**src/rtl/nasti_pkg.sv**
```systemverilog
// Shared NASTI types: response codes, burst encodings, master FSM states and resp merging.
package nasti_pkg;

  localparam logic [1:0] RESP_OKAY   = 2'd0;
  localparam logic [1:0] RESP_EXOKAY = 2'd1;
  localparam logic [1:0] RESP_SLVERR = 2'd2;
  localparam logic [1:0] RESP_DECERR = 2'd3;

  typedef enum logic [1:0] {
    BURST_FIXED = 2'd0,
    BURST_INCR  = 2'd1,
    BURST_WRAP  = 2'd2
  } burst_e;

  typedef enum logic [2:0] {
    ST_IDLE,
    ST_RADDR,
    ST_RDATA,
    ST_WRITE,
    ST_WRESP,
    ST_RSP
  } state_e;

  // Response codes are ordered by severity, so the worst is simply the larger.
  function automatic logic [1:0] worst_resp(input logic [1:0] a, input logic [1:0] b);
    return (a > b) ? a : b;
  endfunction

endpackage

```
**src/rtl/nasti_if.sv**
```systemverilog
// NASTI channel bundle (AW, W, B, AR, R) with master and slave views.
interface nasti_if #(
  parameter int ID_W   = 4,
  parameter int ADDR_W = 32,
  parameter int DATA_W = 64
);
  logic              aw_valid, aw_ready;
  logic [ID_W-1:0]   aw_id;
  logic [ADDR_W-1:0] aw_addr;
  logic [7:0]        aw_len;
  logic [2:0]        aw_size;
  logic [1:0]        aw_burst;

  logic                aw_unused_pad;
  logic                w_valid, w_ready, w_last;
  logic [DATA_W-1:0]   w_data;
  logic [DATA_W/8-1:0] w_strb;

  logic            b_valid, b_ready;
  logic [ID_W-1:0] b_id;
  logic [1:0]      b_resp;

  logic              ar_valid, ar_ready;
  logic [ID_W-1:0]   ar_id;
  logic [ADDR_W-1:0] ar_addr;
  logic [7:0]        ar_len;
  logic [2:0]        ar_size;
  logic [1:0]        ar_burst;

  logic              r_valid, r_ready, r_last;
  logic [ID_W-1:0]   r_id;
  logic [DATA_W-1:0] r_data;
  logic [1:0]        r_resp;

  assign aw_unused_pad = 1'b0;

  modport master (
    output aw_valid, aw_id, aw_addr, aw_len, aw_size, aw_burst,
    output w_valid, w_data, w_strb, w_last,
    output b_ready,
    output ar_valid, ar_id, ar_addr, ar_len, ar_size, ar_burst,
    output r_ready,
    input  aw_ready, w_ready, b_valid, b_id, b_resp,
    input  ar_ready, r_valid, r_id, r_data, r_resp, r_last
  );

  modport slave (
    input  aw_valid, aw_id, aw_addr, aw_len, aw_size, aw_burst,
    input  w_valid, w_data, w_strb, w_last,
    input  b_ready,
    input  ar_valid, ar_id, ar_addr, ar_len, ar_size, ar_burst,
    input  r_ready,
    output aw_ready, w_ready, b_valid, b_id, b_resp,
    output ar_ready, r_valid, r_id, r_data, r_resp, r_last
  );
endinterface

```
**src/rtl/nasti_master_port.sv**
```systemverilog
// Single-outstanding NASTI master: one core command -> AR/R or AW/W/B INCR burst -> one rsp (read len=0: rsp 3 cycles after cmd).
// cmd_ready only in IDLE; AR/AW/rsp are registered and held until ready; W and R pass straight through the wr/rd handshakes.
module nasti_master_port
  import nasti_pkg::*;
#(
  parameter int C_ID_WIDTH   = 4,
  parameter int C_ADDR_WIDTH = 32,
  parameter int C_DATA_WIDTH = 64
) (
  input  logic                      core_clk,
  input  logic                      core_arstn,
  input  logic                      cmd_valid,
  output logic                      cmd_ready,
  input  logic                      cmd_write,
  input  logic [C_ID_WIDTH-1:0]     cmd_id,
  input  logic [C_ADDR_WIDTH-1:0]   cmd_addr,
  input  logic [7:0]                cmd_len,
  input  logic [2:0]                cmd_size,
  input  logic                      wr_valid,
  output logic                      wr_ready,
  input  logic [C_DATA_WIDTH-1:0]   wr_data,
  input  logic [C_DATA_WIDTH/8-1:0] wr_strb,
  output logic                      rd_valid,
  input  logic                      rd_ready,
  output logic [C_DATA_WIDTH-1:0]   rd_data,
  output logic                      rd_last,
  output logic                      rsp_valid,
  input  logic                      rsp_ready,
  output logic                      rsp_write,
  output logic [C_ID_WIDTH-1:0]     rsp_id,
  output logic [1:0]                rsp_resp,
  nasti_if.master                   m_nasti
);

  state_e                    state;
  logic [C_ID_WIDTH-1:0]     id_q;
  logic [C_ADDR_WIDTH-1:0]   addr_q;
  logic [7:0]                len_q;
  logic [7:0]                beat_cnt;
  logic [2:0]                size_q;
  logic                      ar_valid_q, aw_valid_q, aw_done, w_done;
  logic                      rsp_valid_q, rsp_write_q, err_q;
  logic [1:0]                resp_q;

  logic       w_open, r_open, w_hs, r_hs, aw_hs, w_last_beat, r_err;
  logic [1:0] r_worst;

  assign cmd_ready   = (state == ST_IDLE);
  assign w_open      = (state == ST_WRITE) && !w_done;
  assign r_open      = (state == ST_RDATA);
  assign aw_hs       = aw_valid_q && m_nasti.aw_ready;
  assign w_hs        = w_open && wr_valid && m_nasti.w_ready;
  assign r_hs        = r_open && m_nasti.r_valid && rd_ready;
  assign w_last_beat = (beat_cnt == len_q);
  assign r_worst     = worst_resp(resp_q, m_nasti.r_resp);
  // Wrong ID, a beat past the requested length, or an early/late r_last all poison the burst.
  assign r_err = (m_nasti.r_id != id_q) || (beat_cnt > len_q) ||
                 (m_nasti.r_last && (beat_cnt != len_q));

  assign m_nasti.ar_valid = ar_valid_q;
  assign m_nasti.ar_id    = id_q;
  assign m_nasti.ar_addr  = addr_q;
  assign m_nasti.ar_len   = len_q;
  assign m_nasti.ar_size  = size_q;
  assign m_nasti.ar_burst = BURST_INCR;
  assign m_nasti.aw_valid = aw_valid_q;
  assign m_nasti.aw_id    = id_q;
  assign m_nasti.aw_addr  = addr_q;
  assign m_nasti.aw_len   = len_q;
  assign m_nasti.aw_size  = size_q;
  assign m_nasti.aw_burst = BURST_INCR;

  assign m_nasti.w_valid = w_open && wr_valid;
  assign m_nasti.w_data  = wr_data;
  assign m_nasti.w_strb  = wr_strb;
  assign m_nasti.w_last  = w_last_beat;
  assign wr_ready        = w_open && m_nasti.w_ready;

  assign m_nasti.r_ready = r_open && rd_ready;
  assign rd_valid        = r_open && m_nasti.r_valid;
  assign rd_data         = m_nasti.r_data;
  assign rd_last         = m_nasti.r_last;

  assign m_nasti.b_ready = (state == ST_WRESP);

  assign rsp_valid = rsp_valid_q;
  assign rsp_write = rsp_write_q;
  assign rsp_id    = id_q;
  assign rsp_resp  = resp_q;

  always_ff @(posedge core_clk or negedge core_arstn) begin
    if (!core_arstn) begin
      state       <= ST_IDLE;
      id_q        <= '0;
      addr_q      <= '0;
      len_q       <= '0;
      size_q      <= '0;
      beat_cnt    <= '0;
      ar_valid_q  <= 1'b0;
      aw_valid_q  <= 1'b0;
      aw_done     <= 1'b0;
      w_done      <= 1'b0;
      rsp_valid_q <= 1'b0;
      rsp_write_q <= 1'b0;
      err_q       <= 1'b0;
      resp_q      <= RESP_OKAY;
    end else begin
      case (state)
        ST_IDLE: if (cmd_valid) begin
          id_q        <= cmd_id;
          addr_q      <= cmd_addr;
          len_q       <= cmd_len;
          size_q      <= cmd_size;
          beat_cnt    <= '0;
          aw_done     <= 1'b0;
          w_done      <= 1'b0;
          err_q       <= 1'b0;
          resp_q      <= RESP_OKAY;
          rsp_write_q <= cmd_write;
          if (cmd_write) begin
            aw_valid_q <= 1'b1;
            state      <= ST_WRITE;
          end else begin
            ar_valid_q <= 1'b1;
            state      <= ST_RADDR;
          end
        end
        ST_RADDR: if (m_nasti.ar_ready) begin
          ar_valid_q <= 1'b0;
          state      <= ST_RDATA;
        end
        ST_RDATA: if (r_hs) begin
          if (beat_cnt != 8'hFF) beat_cnt <= beat_cnt + 8'd1;
          if (m_nasti.r_last) begin
            resp_q      <= (err_q || r_err) ? RESP_SLVERR : r_worst;
            rsp_valid_q <= 1'b1;
            state       <= ST_RSP;
          end else begin
            resp_q <= r_worst;
            err_q  <= err_q || r_err;
          end
        end
        ST_WRITE: begin
          if (aw_hs) begin
            aw_valid_q <= 1'b0;
            aw_done    <= 1'b1;
          end
          if (w_hs) begin
            if (w_last_beat) w_done <= 1'b1;
            else             beat_cnt <= beat_cnt + 8'd1;
          end
          // AW and the final W beat may land in either order or together.
          if ((aw_done || aw_hs) && (w_done || (w_hs && w_last_beat))) state <= ST_WRESP;
        end
        ST_WRESP: if (m_nasti.b_valid) begin
          resp_q      <= (m_nasti.b_id != id_q) ? RESP_SLVERR : m_nasti.b_resp;
          rsp_valid_q <= 1'b1;
          state       <= ST_RSP;
        end
        ST_RSP: if (rsp_ready) begin
          rsp_valid_q <= 1'b0;
          state       <= ST_IDLE;
        end
        default: state <= ST_IDLE;
      endcase
    end
  end

endmodule

```
**src/flat_wrapper.sv**
```systemverilog
// flat-port wrapper written by rule: the top's interface ports become plain ports
module nasti_master_port_flat import nasti_pkg::*;
#(
  parameter int C_ID_WIDTH   = 4,
  parameter int C_ADDR_WIDTH = 32,
  parameter int C_DATA_WIDTH = 64
)
  (core_clk, core_arstn, cmd_valid, cmd_ready, cmd_write, cmd_id, cmd_addr, cmd_len, cmd_size, wr_valid, wr_ready, wr_data, wr_strb, rd_valid, rd_ready, rd_data, rd_last, rsp_valid, rsp_ready, rsp_write, rsp_id, rsp_resp, m_nasti_aw_valid, m_nasti_aw_id, m_nasti_aw_addr, m_nasti_aw_len, m_nasti_aw_size, m_nasti_aw_burst, m_nasti_w_valid, m_nasti_w_data, m_nasti_w_strb, m_nasti_w_last, m_nasti_b_ready, m_nasti_ar_valid, m_nasti_ar_id, m_nasti_ar_addr, m_nasti_ar_len, m_nasti_ar_size, m_nasti_ar_burst, m_nasti_r_ready, m_nasti_aw_ready, m_nasti_w_ready, m_nasti_b_valid, m_nasti_b_id, m_nasti_b_resp, m_nasti_ar_ready, m_nasti_r_valid, m_nasti_r_id, m_nasti_r_data, m_nasti_r_resp, m_nasti_r_last);
  nasti_if #(.ID_W(4), .ADDR_W(32), .DATA_W(64)) m_nasti_i ();
  input  logic core_clk;
  input  logic core_arstn;
  input  logic cmd_valid;
  output logic cmd_ready;
  input  logic cmd_write;
  input  logic [C_ID_WIDTH-1:0] cmd_id;
  input  logic [C_ADDR_WIDTH-1:0] cmd_addr;
  input  logic [7:0] cmd_len;
  input  logic [2:0] cmd_size;
  input  logic wr_valid;
  output logic wr_ready;
  input  logic [C_DATA_WIDTH-1:0] wr_data;
  input  logic [C_DATA_WIDTH/8-1:0] wr_strb;
  output logic rd_valid;
  input  logic rd_ready;
  output logic [C_DATA_WIDTH-1:0] rd_data;
  output logic rd_last;
  output logic rsp_valid;
  input  logic rsp_ready;
  output logic rsp_write;
  output logic [C_ID_WIDTH-1:0] rsp_id;
  output logic [1:0] rsp_resp;
  output wire logic [$bits(m_nasti_i.aw_valid)-1:0] m_nasti_aw_valid;
  output wire logic [$bits(m_nasti_i.aw_id)-1:0] m_nasti_aw_id;
  output wire logic [$bits(m_nasti_i.aw_addr)-1:0] m_nasti_aw_addr;
  output wire logic [$bits(m_nasti_i.aw_len)-1:0] m_nasti_aw_len;
  output wire logic [$bits(m_nasti_i.aw_size)-1:0] m_nasti_aw_size;
  output wire logic [$bits(m_nasti_i.aw_burst)-1:0] m_nasti_aw_burst;
  output wire logic [$bits(m_nasti_i.w_valid)-1:0] m_nasti_w_valid;
  output wire logic [$bits(m_nasti_i.w_data)-1:0] m_nasti_w_data;
  output wire logic [$bits(m_nasti_i.w_strb)-1:0] m_nasti_w_strb;
  output wire logic [$bits(m_nasti_i.w_last)-1:0] m_nasti_w_last;
  output wire logic [$bits(m_nasti_i.b_ready)-1:0] m_nasti_b_ready;
  output wire logic [$bits(m_nasti_i.ar_valid)-1:0] m_nasti_ar_valid;
  output wire logic [$bits(m_nasti_i.ar_id)-1:0] m_nasti_ar_id;
  output wire logic [$bits(m_nasti_i.ar_addr)-1:0] m_nasti_ar_addr;
  output wire logic [$bits(m_nasti_i.ar_len)-1:0] m_nasti_ar_len;
  output wire logic [$bits(m_nasti_i.ar_size)-1:0] m_nasti_ar_size;
  output wire logic [$bits(m_nasti_i.ar_burst)-1:0] m_nasti_ar_burst;
  output wire logic [$bits(m_nasti_i.r_ready)-1:0] m_nasti_r_ready;
  input wire logic [$bits(m_nasti_i.aw_ready)-1:0] m_nasti_aw_ready;
  input wire logic [$bits(m_nasti_i.w_ready)-1:0] m_nasti_w_ready;
  input wire logic [$bits(m_nasti_i.b_valid)-1:0] m_nasti_b_valid;
  input wire logic [$bits(m_nasti_i.b_id)-1:0] m_nasti_b_id;
  input wire logic [$bits(m_nasti_i.b_resp)-1:0] m_nasti_b_resp;
  input wire logic [$bits(m_nasti_i.ar_ready)-1:0] m_nasti_ar_ready;
  input wire logic [$bits(m_nasti_i.r_valid)-1:0] m_nasti_r_valid;
  input wire logic [$bits(m_nasti_i.r_id)-1:0] m_nasti_r_id;
  input wire logic [$bits(m_nasti_i.r_data)-1:0] m_nasti_r_data;
  input wire logic [$bits(m_nasti_i.r_resp)-1:0] m_nasti_r_resp;
  input wire logic [$bits(m_nasti_i.r_last)-1:0] m_nasti_r_last;
  assign m_nasti_aw_valid = m_nasti_i.aw_valid;
  assign m_nasti_aw_id = m_nasti_i.aw_id;
  assign m_nasti_aw_addr = m_nasti_i.aw_addr;
  assign m_nasti_aw_len = m_nasti_i.aw_len;
  assign m_nasti_aw_size = m_nasti_i.aw_size;
  assign m_nasti_aw_burst = m_nasti_i.aw_burst;
  assign m_nasti_w_valid = m_nasti_i.w_valid;
  assign m_nasti_w_data = m_nasti_i.w_data;
  assign m_nasti_w_strb = m_nasti_i.w_strb;
  assign m_nasti_w_last = m_nasti_i.w_last;
  assign m_nasti_b_ready = m_nasti_i.b_ready;
  assign m_nasti_ar_valid = m_nasti_i.ar_valid;
  assign m_nasti_ar_id = m_nasti_i.ar_id;
  assign m_nasti_ar_addr = m_nasti_i.ar_addr;
  assign m_nasti_ar_len = m_nasti_i.ar_len;
  assign m_nasti_ar_size = m_nasti_i.ar_size;
  assign m_nasti_ar_burst = m_nasti_i.ar_burst;
  assign m_nasti_r_ready = m_nasti_i.r_ready;
  assign m_nasti_i.aw_ready = m_nasti_aw_ready;
  assign m_nasti_i.w_ready = m_nasti_w_ready;
  assign m_nasti_i.b_valid = m_nasti_b_valid;
  assign m_nasti_i.b_id = m_nasti_b_id;
  assign m_nasti_i.b_resp = m_nasti_b_resp;
  assign m_nasti_i.ar_ready = m_nasti_ar_ready;
  assign m_nasti_i.r_valid = m_nasti_r_valid;
  assign m_nasti_i.r_id = m_nasti_r_id;
  assign m_nasti_i.r_data = m_nasti_r_data;
  assign m_nasti_i.r_resp = m_nasti_r_resp;
  assign m_nasti_i.r_last = m_nasti_r_last;
  nasti_master_port #(.C_ID_WIDTH(C_ID_WIDTH), .C_ADDR_WIDTH(C_ADDR_WIDTH), .C_DATA_WIDTH(C_DATA_WIDTH)) u_core (.core_clk(core_clk), .core_arstn(core_arstn), .cmd_valid(cmd_valid), .cmd_ready(cmd_ready), .cmd_write(cmd_write), .cmd_id(cmd_id), .cmd_addr(cmd_addr), .cmd_len(cmd_len), .cmd_size(cmd_size), .wr_valid(wr_valid), .wr_ready(wr_ready), .wr_data(wr_data), .wr_strb(wr_strb), .rd_valid(rd_valid), .rd_ready(rd_ready), .rd_data(rd_data), .rd_last(rd_last), .rsp_valid(rsp_valid), .rsp_ready(rsp_ready), .rsp_write(rsp_write), .rsp_id(rsp_id), .rsp_resp(rsp_resp), .m_nasti(m_nasti_i));
endmodule
```
**config.mk**
```make
export PLATFORM = sky130hd
export DESIGN_NAME = nasti_master_port_flat
export DESIGN_NICKNAME = d
export VERILOG_FILES = /design/src/rtl/nasti_pkg.sv /design/src/rtl/nasti_if.sv /design/src/rtl/nasti_master_port.sv /design/src/flat_wrapper.sv
export SDC_FILE = /design/constraint.sdc
export NUM_CORES = 1
export LEC_CHECK = 0
export ABC_AREA = 1
export CAP_MARGIN = 20
export CELL_PAD_IN_SITES_DETAIL_PLACEMENT = 0
export CELL_PAD_IN_SITES_GLOBAL_PLACEMENT = 1
export CORE_AREA = 3 3 175 177
export DETAILED_ROUTE_END_ITERATION = 10
export DIE_AREA = 0 0 178 180
export GPL_ROUTABILITY_DRIVEN = 1
export PLACE_DENSITY = 0.72
export SYNTH_ARGS = -nofsm -noshare
export SYNTH_HDL_FRONTEND = slang
export SYNTH_SLANG_ARGS = --single-unit
export TNS_END_PERCENT = 100
```
**constraint.sdc**
```tcl
create_clock -name core_clk -period 4.3 [get_ports core_clk]
set_clock_uncertainty 0.15 [all_clocks]
set_input_delay 0.86 -clock core_clk [delete_from_list [all_inputs] [get_ports core_clk]]
set_output_delay 0.86 -clock core_clk [all_outputs]
set_load 0.1 [all_outputs]
```
==> flow_metrics.py <==
metrics = {
    "die": {
        "die-area_um2": 32000,
        "fp.dieH_um": 180,
        "core_area_um2": 29400,
        "die_width_um": 178,
        "initial_core_util_pct": 16.4,
        "placementRows": 63,
        "io_pins": 460,
    },
    "yosys": {
        "synth_seq_area_share_pct": 34.7,
        "yosys_warnings": 0,
        "synth_edf_count": 0,
        "avgSynthCellArea_um2": 7.83,
        "ys_async_sr_fraction_pct": 100,
        "netlist-cell-type-count": 35,
        "synth-main-ff-cell": "dfrtp_1",
        "synth-seq-cells": 67,
        "syn_area_um2": 4840,
        "syn-instance-count": 618,
    },
    "cells_and_area": {
        "finalNetCount": 831,
        "regArea_um2": 1680,
        "nFillCells": 3275,
        "layout-drive-gt1-share_pct": 8.44,
        "multi_input_area_um2": 1510,
        "area_growth_pct": 23.3,
        "diodes": 0,
    },
    "setup_path": {
        "cp-start-kind": "flip-flop",
        "slowest_stage": "clkdlybuf4s50_1",
        "cp_top_family": "buffers and inverters",
        "cp_max_fo": 4,
        "crit_required_ns": 3.29,
        "reg2reg_slack_ns": 2.05,
        "end_kind": "output port",
        "cp.buffers_inverters": 1,
        "path_cells": "clkdlybuf4s50_1",
        "critical_path_class": "flip-flop to output port",
        "cpPeakStageDelay_ns": 1.19,
        "worstPathArrival_ns": 2.00,
    },
    "global_route": {
        "grt_use_total_pct": 8.92,
        "grt_overflow": 0,
        "grt_max_degree": 68,
        "grt_pass1_vias": 3479,
        "grt_antenna_before_repair": 0,
        "grt_first_pass_wirelength_mm": 21.7,
    },
    "timing": {
        "fmax_mhz": 332,
        "tightest_slew_ns": 1.03,
        "finalSetupViolations": 0,
        "maxSlewHeadroom_pct": 31.0,
        "min_period_ns": 3.01,
        "rsz0062_at_grt": "false",
        "fin_tns_setup_ns": 0,
        "hold_violations": 0,
        "drv_slew": 0,
        "fin_crit_sh_pct": 70.1,
    },
    "detailed_routing": {
        "detail_route.drc_violations": 0,
        "drt_iter0_drc": 123,
        "vias": 3516,
        "ant_nets": 0,
        "viasPerCell": 3.50,
        "first_pass_iters": 4,
        "routedWlPerCell_um": 14.7,
        "wl_mm": 14.8,
    },
    "outcome": {
        "status": "finished, final reports clean",
    },
    "run": {
        "maxCapViolCount": 0,
    },
    "clock_network": {
        "cts_root_buffer": "clkbuf_16",
        "cts_post_setup_buffers_inserted": 0,
        "clockBufferDepth": 2,
        "clk_pin_slew_worst_paths_ns": 0.06,
        "cts_hold_buffers": 0,
        "tritoncts": "done",
        "htree_levels": 3,
        "cts.repair.resized": 0,
        "clock_latency_ns": 0.33,
        "cts_buffers": 9,
        "numClockSinks": 67,
    },
    "placed_design": {
        "port_buffers": 183,
        "hpwl_mm": 11.6,
        "place_congestion": 0.743,
    },
    "hold_path": {
        "hold_class": "flip-flop to flip-flop",
    },
}
-- cells in the mapped netlist (4+ instances only) --
cell type  count  share of area (%)
inv_2          7               0.54
o21ai_1        7               0.72
nand2_1      180                 14
nand4_1        4               0.52
o21ai_0       11                1.1
a21oi_1        7               0.72
ha_1          12                3.1
buf_4        196                 30
nor2_1        31                2.4
dfrtp_1       67                 35
xnor2_1        8                1.4
inv_1         34                2.6
clkbuf_1       6               0.47
nand3_1        7               0.72
o21ai_2        6                1.1
-- placed cells by master (no fill, tap or decap), types with 2 or more instances in the layout --
cell | synthesis | layout
ha_1 | 12 | 12
o21ai_1 | 7 | 7
conb_1 | 2 | 4
clkdlybuf4s50_1 | 0 | 174
clkinv_4 | 0 | 2
o21ai_2 | 6 | 6
nand4_1 | 4 | 4
o211ai_1 | 3 | 3
bufinv_16 | 0 | 2
nand2_2 | 3 | 3
buf_4 | 196 | 10
nor2_1 | 31 | 30
nand3_1 | 7 | 7
o21ai_0 | 11 | 11
nor2_4 | 1 | 2
and3_1 | 2 | 2
inv_2 | 7 | 7
xor2_1 | 3 | 3
nor3_2 | 2 | 2
a21oi_1 | 7 | 7
dfrtp_1 | 67 | 67
nor3_1 | 3 | 3
xnor2_1 | 8 | 8
nand2_1 | 180 | 180
nand2_4 | 3 | 3
clkbuf_16 | 0 | 9
nor2_2 | 3 | 3
inv_1 | 34 | 34
-- layout make-up --
| class | count | area share (%) |
|---|---|---|
| flip-flops and latches | 67 | 28.1 |
| multi-input cells | 308 | 25.3 |
| clock inverters | 6 | 1.51 |
| repair buffers | 184 | 30.5 |
| well taps | 390 | 8.18 |
| clock buffers | 10 | 3.84 |
| inverters | 41 | 2.58 |
-- per-stage QoR --
stage / setup WS, ns / cells / hold WS (ns) / utilization [%] / cell area, um2
2_1_floorplan: 0.966 / 620 / 0.346 / - / 4840
3_3_place_gp: 1.51 / 990 / 0.326 / 19.2 / 5650
3_5_place_dp: 1.52 / 990 / 0.331 / 19.2 / 5650
4_1_cts: 1.19 / 1006 / 0.346 / 20.3 / 5960
5_1_grt: 1.10 / 1006 / 0.370 / 20.3 / 5960
6_report: 1.29 / 1006 / 0.341 / 20.3 / 5960
-- per-layer routing --
layer / up-vias / wire length [um] / track usage, %
met2: 186 / 6900 / 14.3
met3: 73 / 1430 / 3.30
met5: - / 0 / 0
met4: 0 / 691 / 5.15
li1: 1682 / - / -
met1: 1575 / 5740 / 10.1
-- worst reg2reg max path, stage by stage, from the launching register on --
cell     delay [ns]
dfrtp_1        0.38
inv_1          0.09
ha_1           0.32
nand2_1        0.08
nor2_1         0.15
nand4_1        0.22
inv_1          0.13
o21ai_0        0.09
nand2_2        0.25
inv_1          0.15
nand2_1        0.08
nand2_1        0.05
-- state kept, by name, summed over array words and instances (netlist names) --
signal and cells:
u_core.m_nasti.ar_valid 1, u_core.rsp_write 1, u_core.aw_done 1, u_core.m_nasti.ar_size 3, u_core.m_nasti.ar_id 4, u_core.m_nasti.aw_valid 1
u_core.m_nasti.ar_addr 32, u_core.beat_cnt 8, u_core.m_nasti.ar_len 8, u_core.rsp_valid 1, u_core.state 3, u_core.w_done 1
u_core.rsp_resp 2, u_core.err_q 1
-- final timing paths --
kind                                                        from                                     end  cells after the start
setup / recovery            u_core.m_nasti.ar_len[0]$_DFFE_PN0P_                       m_nasti_ar_len[0]                      1
hold / removal             u_core.m_nasti.ar_addr[4]$_DFFE_PN0P_   u_core.m_nasti.ar_addr[4]$_DFFE_PN0P_                      2
setup reg to reg            u_core.m_nasti.ar_len[7]$_DFFE_PN0P_          u_core.beat_cnt[3]$_DFFE_PN0P_                     11
hold reg to reg            u_core.m_nasti.ar_addr[4]$_DFFE_PN0P_   u_core.m_nasti.ar_addr[4]$_DFFE_PN0P_                      2
max in group asynchronous                             core_arstn          u_core.beat_cnt[7]$_DFFE_PN0P_                      1
min in group asynchronous                             core_arstn  u_core.m_nasti.ar_addr[25]$_DFFE_PN0P_                      1
-- cells by family (layout without fill, tap and decap cells) --
family          after synthesis  in the layout  synth area share, %
flops                        67             67                 34.7
buf+inv                     245            241                 34.4
fa+ha+maj                    12             12                 3.10
compound gates               39             39                 4.92
simple gates                242            242                 20.8
other cells                   2              4                0.155
xor+xnor                     11             11                 1.99
Power is left out: the tool's default activity adds up to more than one toggle a clock period on the data nets, which glitch-free logic cannot reach.
